### src/rtl/regfile_write_arbiter_if.sv
// Write-request bus shared by the two writeback sources and the regfile
// write port. The sources drive the master side; the arbiter is the slave.
interface regfile_write_arbiter_if #(
    parameter int DW = 64,
    parameter int AW = 5
);
    logic          req0_valid;
    logic          req0_ready;
    logic [AW-1:0] req0_reg;
    logic [DW-1:0] req0_data;

    logic          req1_valid;
    logic          req1_ready;
    logic [AW-1:0] req1_reg;
    logic [DW-1:0] req1_data;

    logic          regWrite;
    logic [AW-1:0] writeRegister;
    logic [DW-1:0] writeData;
    logic          idle;

    modport master (
        output req0_valid, req0_reg, req0_data,
        input  req0_ready,
        output req1_valid, req1_reg, req1_data,
        input  req1_ready,
        input  regWrite, writeRegister, writeData, idle
    );

    modport slave (
        input  req0_valid, req0_reg, req0_data,
        output req0_ready,
        input  req1_valid, req1_reg, req1_data,
        output req1_ready,
        output regWrite, writeRegister, writeData, idle
    );
endinterface

### src/rtl/regfile_write_arbiter.sv
// Shares the single regfile write port between the ALU writeback (source 0)
// and the load unit (source 1). Each source feeds a DEPTH-entry FIFO; a
// round-robin arbiter pops at most one head per cycle and registers the
// write controls. Writes aimed at X31 are popped but never reach the
// regfile because X31 is hardwired to zero. DEPTH must be a power of two
// and at least 2 so the pointers wrap naturally.
module regfile_write_arbiter #(
    parameter int DEPTH = 2,
    parameter int DW    = 64,
    parameter int AW    = 5
) (
    input logic                   clk,
    input logic                   reset,
    regfile_write_arbiter_if.slave bus
);
    localparam int            PW       = $clog2(DEPTH);
    localparam int            CW       = PW + 1;
    localparam logic [CW-1:0] FULL     = CW'(DEPTH);
    localparam logic [AW-1:0] ZERO_REG = AW'(31);

    logic [AW-1:0] r_memReg  [2][DEPTH];
    logic [DW-1:0] r_memData [2][DEPTH];
    logic [PW-1:0] r_wrPtr   [2];
    logic [PW-1:0] r_rdPtr   [2];
    logic [CW-1:0] r_count   [2];
    logic          r_prio;
    logic          r_regWrite;
    logic [AW-1:0] r_writeRegister;
    logic [DW-1:0] r_writeData;

    logic [1:0]    w_valid;
    logic [1:0]    w_ready;
    logic [1:0]    w_notEmpty;
    logic [1:0]    w_push;
    logic [1:0]    w_grant;
    logic          w_anyGrant;
    logic [AW-1:0] w_inReg  [2];
    logic [DW-1:0] w_inData [2];
    logic [AW-1:0] w_headReg;
    logic [DW-1:0] w_headData;

    assign w_valid     = {bus.req1_valid, bus.req0_valid};
    assign w_inReg[0]  = bus.req0_reg;
    assign w_inReg[1]  = bus.req1_reg;
    assign w_inData[0] = bus.req0_data;
    assign w_inData[1] = bus.req1_data;

    // Ready and occupancy come only from the registered counts, so a full
    // FIFO never accepts even when it is being popped in the same cycle.
    always_comb begin
        w_ready    = '0;
        w_notEmpty = '0;
        for (int i = 0; i < 2; i++) begin
            w_ready[i]    = (r_count[i] < FULL);
            w_notEmpty[i] = (r_count[i] != '0);
        end
    end

    assign w_push = w_valid & w_ready;

    // Round-robin: a lone non-empty FIFO always wins, a tie goes to r_prio.
    assign w_grant[0] = w_notEmpty[0] & (~w_notEmpty[1] | ~r_prio);
    assign w_grant[1] = w_notEmpty[1] & (~w_notEmpty[0] |  r_prio);
    assign w_anyGrant = |w_grant;

    assign w_headReg  = w_grant[1] ? r_memReg[1][r_rdPtr[1]]  : r_memReg[0][r_rdPtr[0]];
    assign w_headData = w_grant[1] ? r_memData[1][r_rdPtr[1]] : r_memData[0][r_rdPtr[0]];

    // FIFO storage; contents are don't-care until the count says otherwise.
    always_ff @(posedge clk) begin
        for (int i = 0; i < 2; i++) begin
            if (w_push[i]) begin
                r_memReg[i][r_wrPtr[i]]  <= w_inReg[i];
                r_memData[i][r_wrPtr[i]] <= w_inData[i];
            end
        end
    end

    // FIFO pointers and counts; a pop and a push together leave the count alone.
    always_ff @(posedge clk or negedge reset) begin
        if (!reset) begin
            for (int i = 0; i < 2; i++) begin
                r_wrPtr[i] <= '0;
                r_rdPtr[i] <= '0;
                r_count[i] <= '0;
            end
        end else begin
            for (int i = 0; i < 2; i++) begin
                if (w_push[i]) begin
                    r_wrPtr[i] <= r_wrPtr[i] + PW'(1);
                end
                if (w_grant[i]) begin
                    r_rdPtr[i] <= r_rdPtr[i] + PW'(1);
                end
                case ({w_push[i], w_grant[i]})
                    2'b10:   r_count[i] <= r_count[i] + CW'(1);
                    2'b01:   r_count[i] <= r_count[i] - CW'(1);
                    default: r_count[i] <= r_count[i];
                endcase
            end
        end
    end

    // Registered write port and fairness pointer; an X31 head still uses its grant.
    always_ff @(posedge clk or negedge reset) begin
        if (!reset) begin
            r_prio          <= 1'b0;
            r_regWrite      <= 1'b0;
            r_writeRegister <= '0;
            r_writeData     <= '0;
        end else begin
            r_regWrite <= w_anyGrant && (w_headReg != ZERO_REG);
            if (w_anyGrant) begin
                r_writeRegister <= w_headReg;
                r_writeData     <= w_headData;
                r_prio          <= w_grant[0];
            end
        end
    end

    // Popping an empty FIFO or pushing a full one would corrupt the queue.
    always_ff @(posedge clk) begin
        if (reset) begin
            for (int i = 0; i < 2; i++) begin
                assert (!(w_grant[i] && !w_notEmpty[i]))
                    else $error("pop of empty FIFO %0d", i);
                assert (!(w_push[i] && !w_ready[i]))
                    else $error("push into full FIFO %0d", i);
                assert (r_count[i] <= FULL)
                    else $error("count overflow on FIFO %0d", i);
            end
        end
    end

    assign bus.req0_ready    = w_ready[0];
    assign bus.req1_ready    = w_ready[1];
    assign bus.regWrite      = r_regWrite;
    assign bus.writeRegister = r_writeRegister;
    assign bus.writeData     = r_writeData;
    assign bus.idle          = (r_count[0] == '0) && (r_count[1] == '0) && !r_regWrite;
endmodule

### src/flat_wrapper.sv
// flat-port wrapper written by rule: the top's interface ports become plain ports
module regfile_write_arbiter_flat 
#(
    parameter int DEPTH = 2,
    parameter int DW    = 64,
    parameter int AW    = 5
)
  (clk, reset, bus_req0_valid, bus_req0_reg, bus_req0_data, bus_req0_ready, bus_req1_valid, bus_req1_reg, bus_req1_data, bus_req1_ready, bus_regWrite, bus_writeRegister, bus_writeData, bus_idle);
  regfile_write_arbiter_if #(.DW(DW), .AW(AW)) bus_i ();
  input logic clk;
  input logic reset;
  input wire logic [$bits(bus_i.req0_valid)-1:0] bus_req0_valid;
  input wire logic [$bits(bus_i.req0_reg)-1:0] bus_req0_reg;
  input wire logic [$bits(bus_i.req0_data)-1:0] bus_req0_data;
  output wire logic [$bits(bus_i.req0_ready)-1:0] bus_req0_ready;
  input wire logic [$bits(bus_i.req1_valid)-1:0] bus_req1_valid;
  input wire logic [$bits(bus_i.req1_reg)-1:0] bus_req1_reg;
  input wire logic [$bits(bus_i.req1_data)-1:0] bus_req1_data;
  output wire logic [$bits(bus_i.req1_ready)-1:0] bus_req1_ready;
  output wire logic [$bits(bus_i.regWrite)-1:0] bus_regWrite;
  output wire logic [$bits(bus_i.writeRegister)-1:0] bus_writeRegister;
  output wire logic [$bits(bus_i.writeData)-1:0] bus_writeData;
  output wire logic [$bits(bus_i.idle)-1:0] bus_idle;
  assign bus_i.req0_valid = bus_req0_valid;
  assign bus_i.req0_reg = bus_req0_reg;
  assign bus_i.req0_data = bus_req0_data;
  assign bus_req0_ready = bus_i.req0_ready;
  assign bus_i.req1_valid = bus_req1_valid;
  assign bus_i.req1_reg = bus_req1_reg;
  assign bus_i.req1_data = bus_req1_data;
  assign bus_req1_ready = bus_i.req1_ready;
  assign bus_regWrite = bus_i.regWrite;
  assign bus_writeRegister = bus_i.writeRegister;
  assign bus_writeData = bus_i.writeData;
  assign bus_idle = bus_i.idle;
  regfile_write_arbiter #(.DEPTH(DEPTH), .DW(DW), .AW(AW)) u_core (.clk(clk), .reset(reset), .bus(bus_i));
endmodule
### config.mk
export PLATFORM = sky130hd
export DESIGN_NAME = regfile_write_arbiter_flat
export DESIGN_NICKNAME = d
export VERILOG_FILES = /design/src/rtl/regfile_write_arbiter_if.sv /design/src/rtl/regfile_write_arbiter.sv /design/src/flat_wrapper.sv
export SDC_FILE = /design/constraint.sdc
export NUM_CORES = 1
export LEC_CHECK = 0
export ABC_AREA = 1
export BUFFER_PORTS_ARGS = -buffer_cell sky130_fd_sc_hd__buf_2
export CAP_MARGIN = 5
export CORE_AREA = 3 3 216 218
export DETAILED_ROUTE_END_ITERATION = 12
export DIE_AREA = 0 0 219 221
export GPL_TIMING_DRIVEN = 0
export PLACE_DENSITY = 0.49
export SLEW_MARGIN = 20
export SYNTH_ARGS = -nofsm -noshare
export SYNTH_HDL_FRONTEND = slang
export SYNTH_SLANG_ARGS = --single-unit
### constraint.sdc
create_clock -name clk -period 9.48 [get_ports clk]
set_clock_uncertainty 0.05 [all_clocks]
set_input_delay 2.37 -clock clk [delete_from_list [all_inputs] [get_ports clk]]
set_output_delay 2.37 -clock clk [all_outputs]
set_load 0.01 [all_outputs]
# == After elaboration in Yosys (flattened, before gate mapping) ==
# Memory sizes are Yosys's and may differ from the RTL's.
# Cells that the tools add are included.
# totals
wordCells,88
ff_bits,79
ram_bits,276
input_bits,142
out_inout_bits,73
n_memories,2
# classes
n_lt_le_gt_ge,8
eq_ne,5
n_mux,30
n_reduce_logical,13
add_sub_neg,8
bitwise_logic,12
# memory_table
name,words,word_bits,read_ports,rd_ports_with_merged_regs,wr,line_no,text
u_core.r_memData,2,128,2,0,2,regfile_write_arbiter.sv:22,logic [DW-1:0] r_memData [2][DEPTH];
u_core.r_memReg,2,10,2,0,2,regfile_write_arbiter.sv:21,logic [AW-1:0] r_memReg [2][DEPTH];
# ops
operator,n
64-bit two-way mux,9
128-bit two-way mux,2
64-bit demux with 1-bit select,2
5-bit two-way mux,9
10-bit two-way mux,2
5-bit demux with 1-bit select,2
2-bit >= comparator (second input constant),4
1-bit NOT with 2-bit output,4
2-bit one-hot mux with 2 select lines,2
2-bit nonzero test,4
1-bit logical AND,5
5-bit != test (second input constant),1
1-bit adder (second input constant),4
2-bit by 1-bit adder with 2-bit output (second input constant),2
2-bit by 1-bit == test with 1-bit output (second input constant),2
2-bit == test (second input constant),2
2-bit logical NOT,2
2-bit by 1-bit less-than comparator with 1-bit output (second input constant),2
2-bit less-than comparator (second input constant),2
2-bit by 1-bit subtractor with 2-bit output (second input constant),2
1-bit NOT,3
1-bit bitwise AND,2
2-bit bitwise AND,1
1-bit two-way mux,2
3 further kinds,4

# == Depth between registers and ports, before layout ==
# depth
depth_word,7
mapped_depth,11
ltp_nobuf,9

# == Least setup slack after synthesis ==
# OpenSTA, ideal clock, no wires.
# synth_timing
path_type,input port to flip-flop
startpoint,input bus_req0_valid
endpoint,"memory u_core.r_memData[0][0] (netlist bit), enable pin"
t_arrival_ns,5.369
n_path_buf,0
required_ns,8.933
setup_slack_ns,3.565
setup_ns,0.497
stages,2
cell_sequence,nand2_1 > nor2_1
# synth_lines
element,line_no,text
from (decl),flat_wrapper.sv:12,input wire logic [$bits(bus_i.req0_valid)-1:0] bus_req0_valid;
to (decl),regfile_write_arbiter.sv:22,

# == Worst setup path after layout ==
# layout_timing
startpoint,register u_core.r_count[1] (netlist bit)
endpoint,output bus_idle
# layout_via
elab_chain_cells,3
# layout_rtl
element,line_no,text
from (decl),regfile_write_arbiter.sv:25,logic [CW-1:0] r_count [2];
"from (signal, indexed assignment)",regfile_write_arbiter.sv:96,2'b10: r_count[i] <= r_count[i] + CW'(1);
"from (signal, indexed assignment)",regfile_write_arbiter.sv:97,2'b01: r_count[i] <= r_count[i] - CW'(1);
"from (signal, indexed assignment)",regfile_write_arbiter.sv:98,default: r_count[i] <= r_count[i];
2-bit logical NOT,regfile_write_arbiter.sv:140,assign bus.idle = (r_count[0] == '0) && (r_count[1] == '0) && !r_regWrite;
1-bit logical AND (2 in series),regfile_write_arbiter.sv:140,
to (decl),flat_wrapper.sv:23,output wire logic [$bits(bus_i.idle)-1:0] bus_idle;
# No other way between the ends.

==> flow_summary.ini <==
[timing]
fin_tns_setup_ns = 0
fin_ws_ns = 5.014
period_share = 0.4711
grt_setup_unrepaired = false
fmax_ghz = 0.2239
slew_headroom = 0.5123
maxSlewViolCount = 0
hold_viol_final = 0
setup_viol = 0
worst_slew_pin_slew_ns = 0.7297
period_needed_ns = 4.466

[logic_synthesis]
synth-edff-count = 276
yosysTopAreaCellShare = 0.6152
synthMuxAreaShare = 0
synth_cell_types = 25
synth_nets = 1234
ys_seq_elements = 355
synthArstFlopShare = 0.2225
synth-adder-area-share = 0.001858
ys.flop_type = edfxtp_1
syn_avg_cell_area_um2 = 12.36
synth-compound-area-share = 0.07792
synth_xor_area_frac = 0.005201
synthTopCellsByArea = edfxtp_1 62%, dfrtp_1 15%, nor2_1 7.9%
synthesis.area_um2 = 13470
synthesis.instances = 1090
synth_top_cell_by_area = edfxtp_1
synth_top_family_by_area = simple AND/OR/NAND/NOR gates
synth_simple_gate_area_share = 0.1262
ys_seq_area_frac = 0.7620
yosys_warnings = 0

[drt]
drt_iter0_drc = 580
drcViolationCount = 0
vias_per_cell = 4.484
wire_per_inst_um = 19.30
ant_nets = 0
dr.pass1.iters = 5
drt_wl_total_um = 38560
num_vias = 8959

[die]
num_rows = 78
pin_count = 215
start_util = 0.2988
core_um2 = 45090
die_w_um = 219
die_area_um2 = 48400
die_y_um = 221

[global_routing]
antenna_found_initial = 6
grt_use_total = 0.1573
grt_pass1_vias = 8730
grt_max_degree = 53
grt_overflow = 0
grt_pass1_wl_um = 56100

[critical_path]
cp_max_fo = 10
required_ns = 7.06
crit_type = reg -> out
worstSetupStartpointType = register
cp-end-kind = primary output
cp.arrival_ns = 2.05

[placed_design]
dp_hpwl_um = 26350
io_buffers = 214
gp_congestion = 0.7312
place_ws_ns = 5.290

[job]
maxCapViolCount = 0

[clock_network]
cts_buffers = 41
cts_setup_buffers = 0
worstSkewPairLatency_ns = 0.55
tritoncts = yes
htreeDepth = 2
hold_buffers = 0
clk_path_buf_depth = 3
post_cts_resized = 0
clock_sinks = 355
clk_pin_slew_ns = 0.06
cts-root-buf = clkbuf_16

[final_layout]
nFillCells = 4460
syn_to_final_growth_pct = 26.19
nets = 1507
multi_input_area_um2 = 2875
register_area_um2 = 10260
layout-drive-gt1-share = 0.2430
layout_commonest_cell = nor2_1
final_cell_mix = 280 x nor2_1, 276 x edfxtp_1, 237 x buf_2

[worst_hold_path]
worstHoldPathType = reg -> reg

[power_and_ir_drop]
ir_drop_mv = 0.1246
powerDensity_nw_per_um2 = 357.0
p_leak_nw = 6.533

[status]
status = completed
## kinds of logic after synthesis
group           count (synthesis)
simple gates                  448
flops                         355
compound gates                206
buf+inv                        71
xor+xnor                        8
fa+ha+maj                       2
## synth_stat cells (2+ instances only)
| library cell | number |
|---|---|
| nor2_1 | 284 |
| edfxtp_1 | 276 |
| nand2_1 | 157 |
| o21ai_0 | 153 |
| dfrtp_1 | 79 |
| o21ai_1 | 46 |
| clkbuf_1 | 25 |
| buf_2 | 24 |
| inv_1 | 7 |
| xor2_1 | 6 |
| inv_2 | 5 |
| buf_4 | 4 |
| a31oi_1 | 3 |
| buf_8 | 3 |
| nand3_1 | 3 |
| a21oi_1 | 2 |
| buf_6 | 2 |
| ha_1 | 2 |
| nand2_2 | 2 |
| xnor2_1 | 2 |
## power breakdown
part	switching (W)	internal, W	total, W	leakage, nW
clock network	0.000626	0.000916	0.00154	0.637
logic	0.00152	0.000734	0.00226	2.48
registers	0.000143	0.00213	0.00227	3.42
total	0.00229	0.00378	0.00607	6.53
## routing by layer
layer | vias to the layer above | track usage | part of all wire
li1 | 4305 | - | -
met1 | 4350 | 0.2183 | 0.46
met2 | 230 | 0.2436 | 0.46
met3 | 68 | 0.04147 | 0.061
met4 | 6 | 0.04516 | 0.024
met5 | - | 0 | 0.0011
## worst paths after layout
path,from,endpoint,slack (ns),depth (start not counted)
max,u_core.r_count[1],bus_idle,5.01,9
min,u_core.bus.writeData[14],u_core.bus.writeData[14],0.41,2
max reg2reg,u_core.r_count[1],u_core.r_memData[0][145],7.29,5
min reg2reg,u_core.bus.writeData[14],u_core.bus.writeData[14],0.41,2
max in group asynchronous,reset,u_core.bus.writeData[16],7.08,2
min in group asynchronous,reset,u_core.bus.writeData[40],1.65,1
## flip-flops by register name (all words and copies together) (netlist names)
| signal | cells |
|---|---|
| u_core.r_count | 4 |
| u_core.r_rdPtr | 2 |
| u_core.bus.regWrite | 1 |
| u_core.r_prio | 1 |
| u_core.r_wrPtr | 2 |
| u_core.bus.writeData | 64 |
| u_core.bus.writeRegister | 5 |
| u_core.r_memReg | 20 |
| u_core.r_memData | 256 |
## through the flow
| step | area, µm² | util | std cells | power [W] | hold WS, ns |
|---|---|---|---|---|---|
| 6_report | 17000 | 0.3770 | 1998 | 0.006069 | 0.4127 |
| 5_1_grt | 17000 | 0.3770 | 1997 | 0.006507 | 0.4304 |
| 4_1_cts | 16990 | 0.3769 | 1995 | 0.006199 | 0.4179 |
| 3_5_place_dp | 15690 | 0.3479 | 1920 | 0.004630 | 0.4032 |
| 3_3_place_gp | 15290 | 0.3392 | 1904 | 0.004549 | 0.4002 |
| 2_1_floorplan | 13470 | - | 1090 | 0.003639 | 0.4551 |
## final cells by class
class                           count  area share
Inverter                           12    0.002650
Clock buffer                       57     0.06624
Multi-Input combinational cell    664      0.1691
Buffer                             59     0.01862
Sequential cell                   355      0.6038
Tap cell                          600     0.04416
Timing Repair Buffer              230     0.08427
Clock inverter                     18     0.01067
Antenna cell                        3   0.0004416
## critical path: stages (launching register included)
cell and delay, ns:
dfrtp_1 0.39, inv_2 0.12, nand2_4 0.09, a21oi_4 0.19, buf_6 0.21, inv_2 0.05
nand2_2 0.06, buf_4 0.19, nor2_1 0.05, buf_2 0.14
No activity file was read; power rests on OpenSTA's default activity.
